### config.mk
export PLATFORM = sky130hd
export DESIGN_NAME = mem_access_ctrl
export DESIGN_NICKNAME = d
export VERILOG_FILES = /design/src/rtl/mem_access_pkg.sv /design/src/rtl/mem_wait_counter.sv /design/src/rtl/mem_access_ctrl.sv
export SDC_FILE = /design/constraint.sdc
export NUM_CORES = 1
export LEC_CHECK = 0
export CAP_MARGIN = 20
export CORE_ASPECT_RATIO = 0.6
export CORE_UTILIZATION = 43
export DETAILED_ROUTE_END_ITERATION = 10
export MAX_ROUTING_LAYER = met4
export PLACE_DENSITY = 0.92
export SETUP_SLACK_MARGIN = 0.3
export SYNTH_ARGS = -nofsm -noshare
export SYNTH_HDL_FRONTEND = slang
export SYNTH_SLANG_ARGS = --single-unit
### constraint.sdc
create_clock -name clk -period 3.2 [get_ports clk]
set_clock_uncertainty 0.2 [all_clocks]
set_input_delay 0.48 -clock clk [delete_from_list [all_inputs] [get_ports clk]]
set_output_delay 0.48 -clock clk [all_outputs]
set_load 0.05 [all_outputs]
### src/rtl/mem_access_pkg.sv
// Shared types and constants for the memory access sequencer.
package mem_access_pkg;

  localparam int WORD_DEF     = 8;
  localparam int ADDRESSL_DEF = 5;
  localparam int CNT_W        = 3;

  typedef enum logic [1:0] {
    IDLE   = 2'b00,
    ACCESS = 2'b01,
    DONE   = 2'b10
  } state_e;

endpackage

### src/rtl/mem_wait_counter.sv
// Strobe-length counter: counts ACCESS cycles and flags the last one.
module mem_wait_counter
  import mem_access_pkg::*;
#(
  parameter int unsigned WAIT_CYCLES = 1
) (
  input  logic clk,
  input  logic rst,
  input  logic clr_i,
  input  logic en_i,
  output logic terminal_o
);

  logic [CNT_W-1:0] count_q, count_d;

  always_comb begin
    count_d = count_q;
    if (clr_i)     count_d = '0;
    else if (en_i) count_d = count_q + 1'b1;
  end

  always_ff @(posedge clk or negedge rst) begin
    if (!rst) count_q <= '0;
    else      count_q <= count_d;
  end

  assign terminal_o = (count_q == CNT_W'(WAIT_CYCLES));

endmodule

### src/rtl/mem_access_ctrl.sv
// Sequencer between datapath and the level-sensitive 8x32 memory.
// Optional read forwarding from the last write: MEM_ACCESS_FWD_EN.
//   state  | meaning
//   IDLE   | ready for a request
//   ACCESS | strobe held for WAIT_CYCLES+1 cycles
//   DONE   | one-cycle response pulse
module mem_access_ctrl
  import mem_access_pkg::*;
#(
  parameter int          WORD        = WORD_DEF,
  parameter int          ADDRESSL    = ADDRESSL_DEF,
  parameter int unsigned WAIT_CYCLES = 1
) (
  input  logic                clk,
  input  logic                rst,
  input  logic                req_valid,
  output logic                req_ready,
  input  logic                req_write,
  input  logic [ADDRESSL-1:0] req_addr,
  input  logic [WORD-1:0]     req_wdata,
  output logic                resp_valid,
  output logic [WORD-1:0]     resp_rdata,
  output logic [ADDRESSL-1:0] mem_address,
  output logic [WORD-1:0]     mem_writeData,
  input  logic [WORD-1:0]     mem_readData,
  output logic                mem_memRead,
  output logic                mem_memWrite
);

  state_e              state_q, state_d;
  logic                write_q, write_d;
  logic [ADDRESSL-1:0] addr_q, addr_d;
  logic [WORD-1:0]     wdata_q, wdata_d;
  logic [WORD-1:0]     rdata_q, rdata_d;
  logic                cnt_clr, cnt_en, cnt_term;

`ifdef MEM_ACCESS_FWD_EN
  logic                lw_valid_q, lw_valid_d;
  logic [ADDRESSL-1:0] lw_addr_q, lw_addr_d;
  logic [WORD-1:0]     lw_data_q, lw_data_d;
`endif

  mem_wait_counter #(.WAIT_CYCLES(WAIT_CYCLES)) u_wait_cnt (
    .clk        (clk),
    .rst        (rst),
    .clr_i      (cnt_clr),
    .en_i       (cnt_en),
    .terminal_o (cnt_term)
  );

  always_comb begin
    state_d = state_q;
    write_d = write_q;
    addr_d  = addr_q;
    wdata_d = wdata_q;
    rdata_d = rdata_q;
    cnt_clr = 1'b1;
    cnt_en  = 1'b0;
`ifdef MEM_ACCESS_FWD_EN
    lw_valid_d = lw_valid_q;
    lw_addr_d  = lw_addr_q;
    lw_data_d  = lw_data_q;
`endif
    case (state_q)
      IDLE: begin
        if (req_valid) begin
          addr_d  = req_addr;
          wdata_d = req_wdata;
          write_d = req_write;
          state_d = ACCESS;
`ifdef MEM_ACCESS_FWD_EN
          if (req_write) begin
            lw_valid_d = 1'b1;
            lw_addr_d  = req_addr;
            lw_data_d  = req_wdata;
          end else if (lw_valid_q && (lw_addr_q == req_addr)) begin
            // Hit on the last write: answer without touching memory.
            rdata_d = lw_data_q;
            state_d = DONE;
          end
`endif
        end
      end
      ACCESS: begin
        cnt_clr = 1'b0;
        cnt_en  = 1'b1;
        if (cnt_term) begin
          if (!write_q) rdata_d = mem_readData;
          state_d = DONE;
        end
      end
      DONE:    state_d = IDLE;
      default: state_d = IDLE;
    endcase
  end

  always_ff @(posedge clk or negedge rst) begin
    if (!rst) begin
      state_q <= IDLE;
      write_q <= 1'b0;
      addr_q  <= '0;
      wdata_q <= '0;
      rdata_q <= '0;
    end else begin
      state_q <= state_d;
      write_q <= write_d;
      addr_q  <= addr_d;
      wdata_q <= wdata_d;
      rdata_q <= rdata_d;
    end
  end

`ifdef MEM_ACCESS_FWD_EN
  always_ff @(posedge clk or negedge rst) begin
    if (!rst) begin
      lw_valid_q <= 1'b0;
      lw_addr_q  <= '0;
      lw_data_q  <= '0;
    end else begin
      lw_valid_q <= lw_valid_d;
      lw_addr_q  <= lw_addr_d;
      lw_data_q  <= lw_data_d;
    end
  end
`endif

  // Strobes depend only on registered state, so they drop with async reset.
  assign req_ready     = (state_q == IDLE);
  assign resp_valid    = (state_q == DONE);
  assign resp_rdata    = rdata_q;
  assign mem_address   = addr_q;
  assign mem_writeData = wdata_q;
  assign mem_memRead   = (state_q == ACCESS) && !write_q;
  assign mem_memWrite  = (state_q == ACCESS) &&  write_q;

endmodule

==> metrics.md <==
| Metric | Value |
|---|---|
| Gr ovfl total | `0` |
| Terminus of the critical flop-to-flop path | `resp_rdata[6]` |
| Register area | `676 µm²` |
| Mapped Area | `1100 µm²` |
| DR pass1 iterations | `4` |
| Final nets | `150` |
| Ports | `50` |
| Post-CTS Setup Repair Bufs | `0` |
| Worst r2r path cells | `5` |
| Area of the multi-input gates | `393 µm²` |
| Maximum capacitance violations | `0` |
| # fillers | `149` |
| Post-Syn Instances | `71` |
| Sequential share of the synthesized area | `61.2%` |
| GR Util met3 | `6.11%` |
| Synthesis Warnings | `0` |
| Syn Nets | `98` |
| Crit Path Class | `flip-flop to output pin` |
| GRT Total Usage | `17.3%` |
| Placed cell area | `1610 µm²` |
| Setup TNS | `0 ns` |
| Layout cell share with drive strength beyond 1 | `23.0%` |
| Min-Delay Endpoint | `u_wait_cnt.count_q[0]` |
| Post-CTS sizing | `0` |
| Cts hold-fix bufs | `0` |
| Total CTS buffers | `3` |
| Critical Path RT | `2.52 ns` |
| Reg2reg start | `u_wait_cnt.count_q[1]` |
| FMAX | `408 MHz` |
| Worst Hold Class | `flip-flop to flip-flop` |
| Tmin final | `2.45 ns` |
| Area delta synth->final | `50.1%` |
| Post-synthesis register bit count | `27` |
| Deepest clock path buffer count | `2` |
| DP HPWL | `1680 µm` |
| Finished Cell Area | `1660 µm²` |
| Main combinational cell family by area after synthesis | `multiplexers` |
| R2R setup slack | `1.30 ns` |
| Worst-path fanout max | `7` |
| Initial antenna violation count | `0` |
| Sink Count | `27` |
| Port bufs | `49` |
| Post-synthesis simple-gate area fraction | `6.46%` |
| Worst EP arrival | `1.77 ns` |
| Outcome | `finished, final reports clean` |
| Die height | `41.2 µm` |
| Unrepaired setup endpoints after global routing | `no` |
| Met1 Resource Use GR | `20.0%` |
| Die area | `2780 µm²` |
| Reg clk slew, reported paths | `0.08 ns` |
| Vias in the first global route | `661` |
| H-tree Lvls | `1` |
| Worst Hold Depth | `1` |
| Routed wire length | `2220 µm` |
| Worst min-delay path startpoint | `u_wait_cnt.count_q[0]` |
| N_diodes | `0` |
| Pin count of the biggest net entering global routing | `28` |
| M2 GR Usage | `30.8%` |
| Xor and xnor area share after synthesis | `0.794%` |
| Final setup violation count | `0` |
| Compound-Gate Fraction of Synth Area | `0%` |
| Routed vias/inst | `4.82` |
| CTS tree | `done` |
| Die W | `67.4 µm` |
| DR WL/cell | `14.6 µm` |
| Site row count | `13` |
| CTS root buf | `clkbuf_8` |
| Yosys cell types | `15` |
| Final Hold Viols | `0` |
| Worst Max-Slew Pin Slew | `0.601 ns` |
| Dpl cells | `148` |
| Busiest grt layer | `met2` |
| Core box area | `2290 µm²` |
| Max Slew Vio Count | `0` |
| Critical Path Sink Type | `output pin` |
| Syn Area/Cell | `15.5 µm²` |
| 1st-iter DRT viols | `35` |
| Vias | `733` |
| Final Cycle Share | `76.6%` |
| Worst-skew pair later-pin latency | `0.27 ns` |
| Adder-Cell Fraction of Synth Area | `2.27%` |
| Layout Cells excl Fill | `152` |
| Crit start category | `flip-flop` |
| Remaining DRCs | `0` |
| Initial Utilization | `48.1%` |
| First-pass GRT wire length | `3170 µm` |
| Routability cong. | `0.684` |
| Post-DRT Antenna Nets | `0` |
| Mux cell area share after synthesis | `26.1%` |
| Relative slew margins | `59.9%` |
-- cell families after synthesis --
| group | Yosys count |
|---|---|
| xor+xnor | 1 |
| flops | 27 |
| fa+ha+maj | 2 |
| simple gates | 13 |
| mux | 23 |
| buf+inv | 5 |
-- synthesized netlist by cell type --
cell type / count / share of area, %
mux2_2: 14 / 14
or3_1: 1 / 0.57
inv_1: 2 / 0.68
mux2_4: 8 / 11
dfrtp_1: 27 / 61
nand2b_1: 1 / 0.57
xnor2_1: 1 / 0.79
buf_6: 2 / 2.0
buf_2: 1 / 0.45
nand2b_4: 1 / 1.2
ha_1: 2 / 2.3
mux2i_1: 1 / 0.91
and2b_2: 1 / 0.79
nor2_1: 8 / 2.7
and2_1: 1 / 0.57
-- worst max-delay path, cell delays in order, from the launching register on --
cell and delay (ns):
dfrtp_1 0.42, nand2b_4 0.19, nor2_1 0.09, clkdlybuf4s50_1 0.80
-- metal layers --
metal / vias to the layer above / share of wire (%)
li1: 337 / -
met1: 360 / 44
met2: 36 / 48
met3: 0 / 8.8
met4: 0 / 0
met5: - / 0
-- layout by cell type, fill, tap and decap left out --
master           netlist  routed
xnor2_1                1       1
ha_1                   2       2
nand2b_1               1       1
and2b_2                1       1
mux2i_1                1       1
dfrtp_1               27      27
mux2_4                 8       8
nor2_1                 8       8
mux2_2                14      14
clkbuf_1               0       1
buf_4                  0       1
clkdlybuf4s50_1        0      49
and2_1                 1       1
nand2b_4               1       1
inv_1                  2       2
clkbuf_8               0       3
or3_1                  1       1
-- flip-flops by register name, indices dropped and copies added, names as in the netlist --
register and flops:
mem_address 5, mem_writeData 8, resp_rdata 8, state_q 2, u_wait_cnt.count_q 3, write_q 1
-- per-stage QoR --
stage / utilization [%] / hold slack, ns / setup WS, ns
after global routing: 72.2 / 0.315 / 0.666
after floorplan: - / -0.0156 / 0.947
after CTS: 72.2 / 0.305 / 0.735
after global placement: 70.3 / 0.247 / 1.01
after detailed placement: 70.3 / 0.293 / 0.980
final: 72.2 / 0.307 / 0.749
-- how the worst max path moves through the flow --
stage,to,depth (start not counted),from
final,mem_memWrite,3,state_q[1]
after floorplan,mem_address[0],5,state_q[0]
after CTS,mem_memRead,3,state_q[1]
after global placement,mem_writeData[5],3,req_valid
after detailed placement,mem_writeData[5],3,req_valid
after global routing,mem_memWrite,3,state_q[1]
-- final cells by class --
| cell class | count | area share [%] |
|---|---|---|
| well taps | 30 | 2.27 |
| inverters | 2 | 0.453 |
| repair buffers | 50 | 30.1 |
| multi-input cells | 39 | 23.7 |
| flip-flops and latches | 27 | 40.8 |
| clock buffers | 4 | 2.72 |
Power is not shown: default switching activity piles up to over one toggle a cycle in this logic, so the estimate is an artifact.
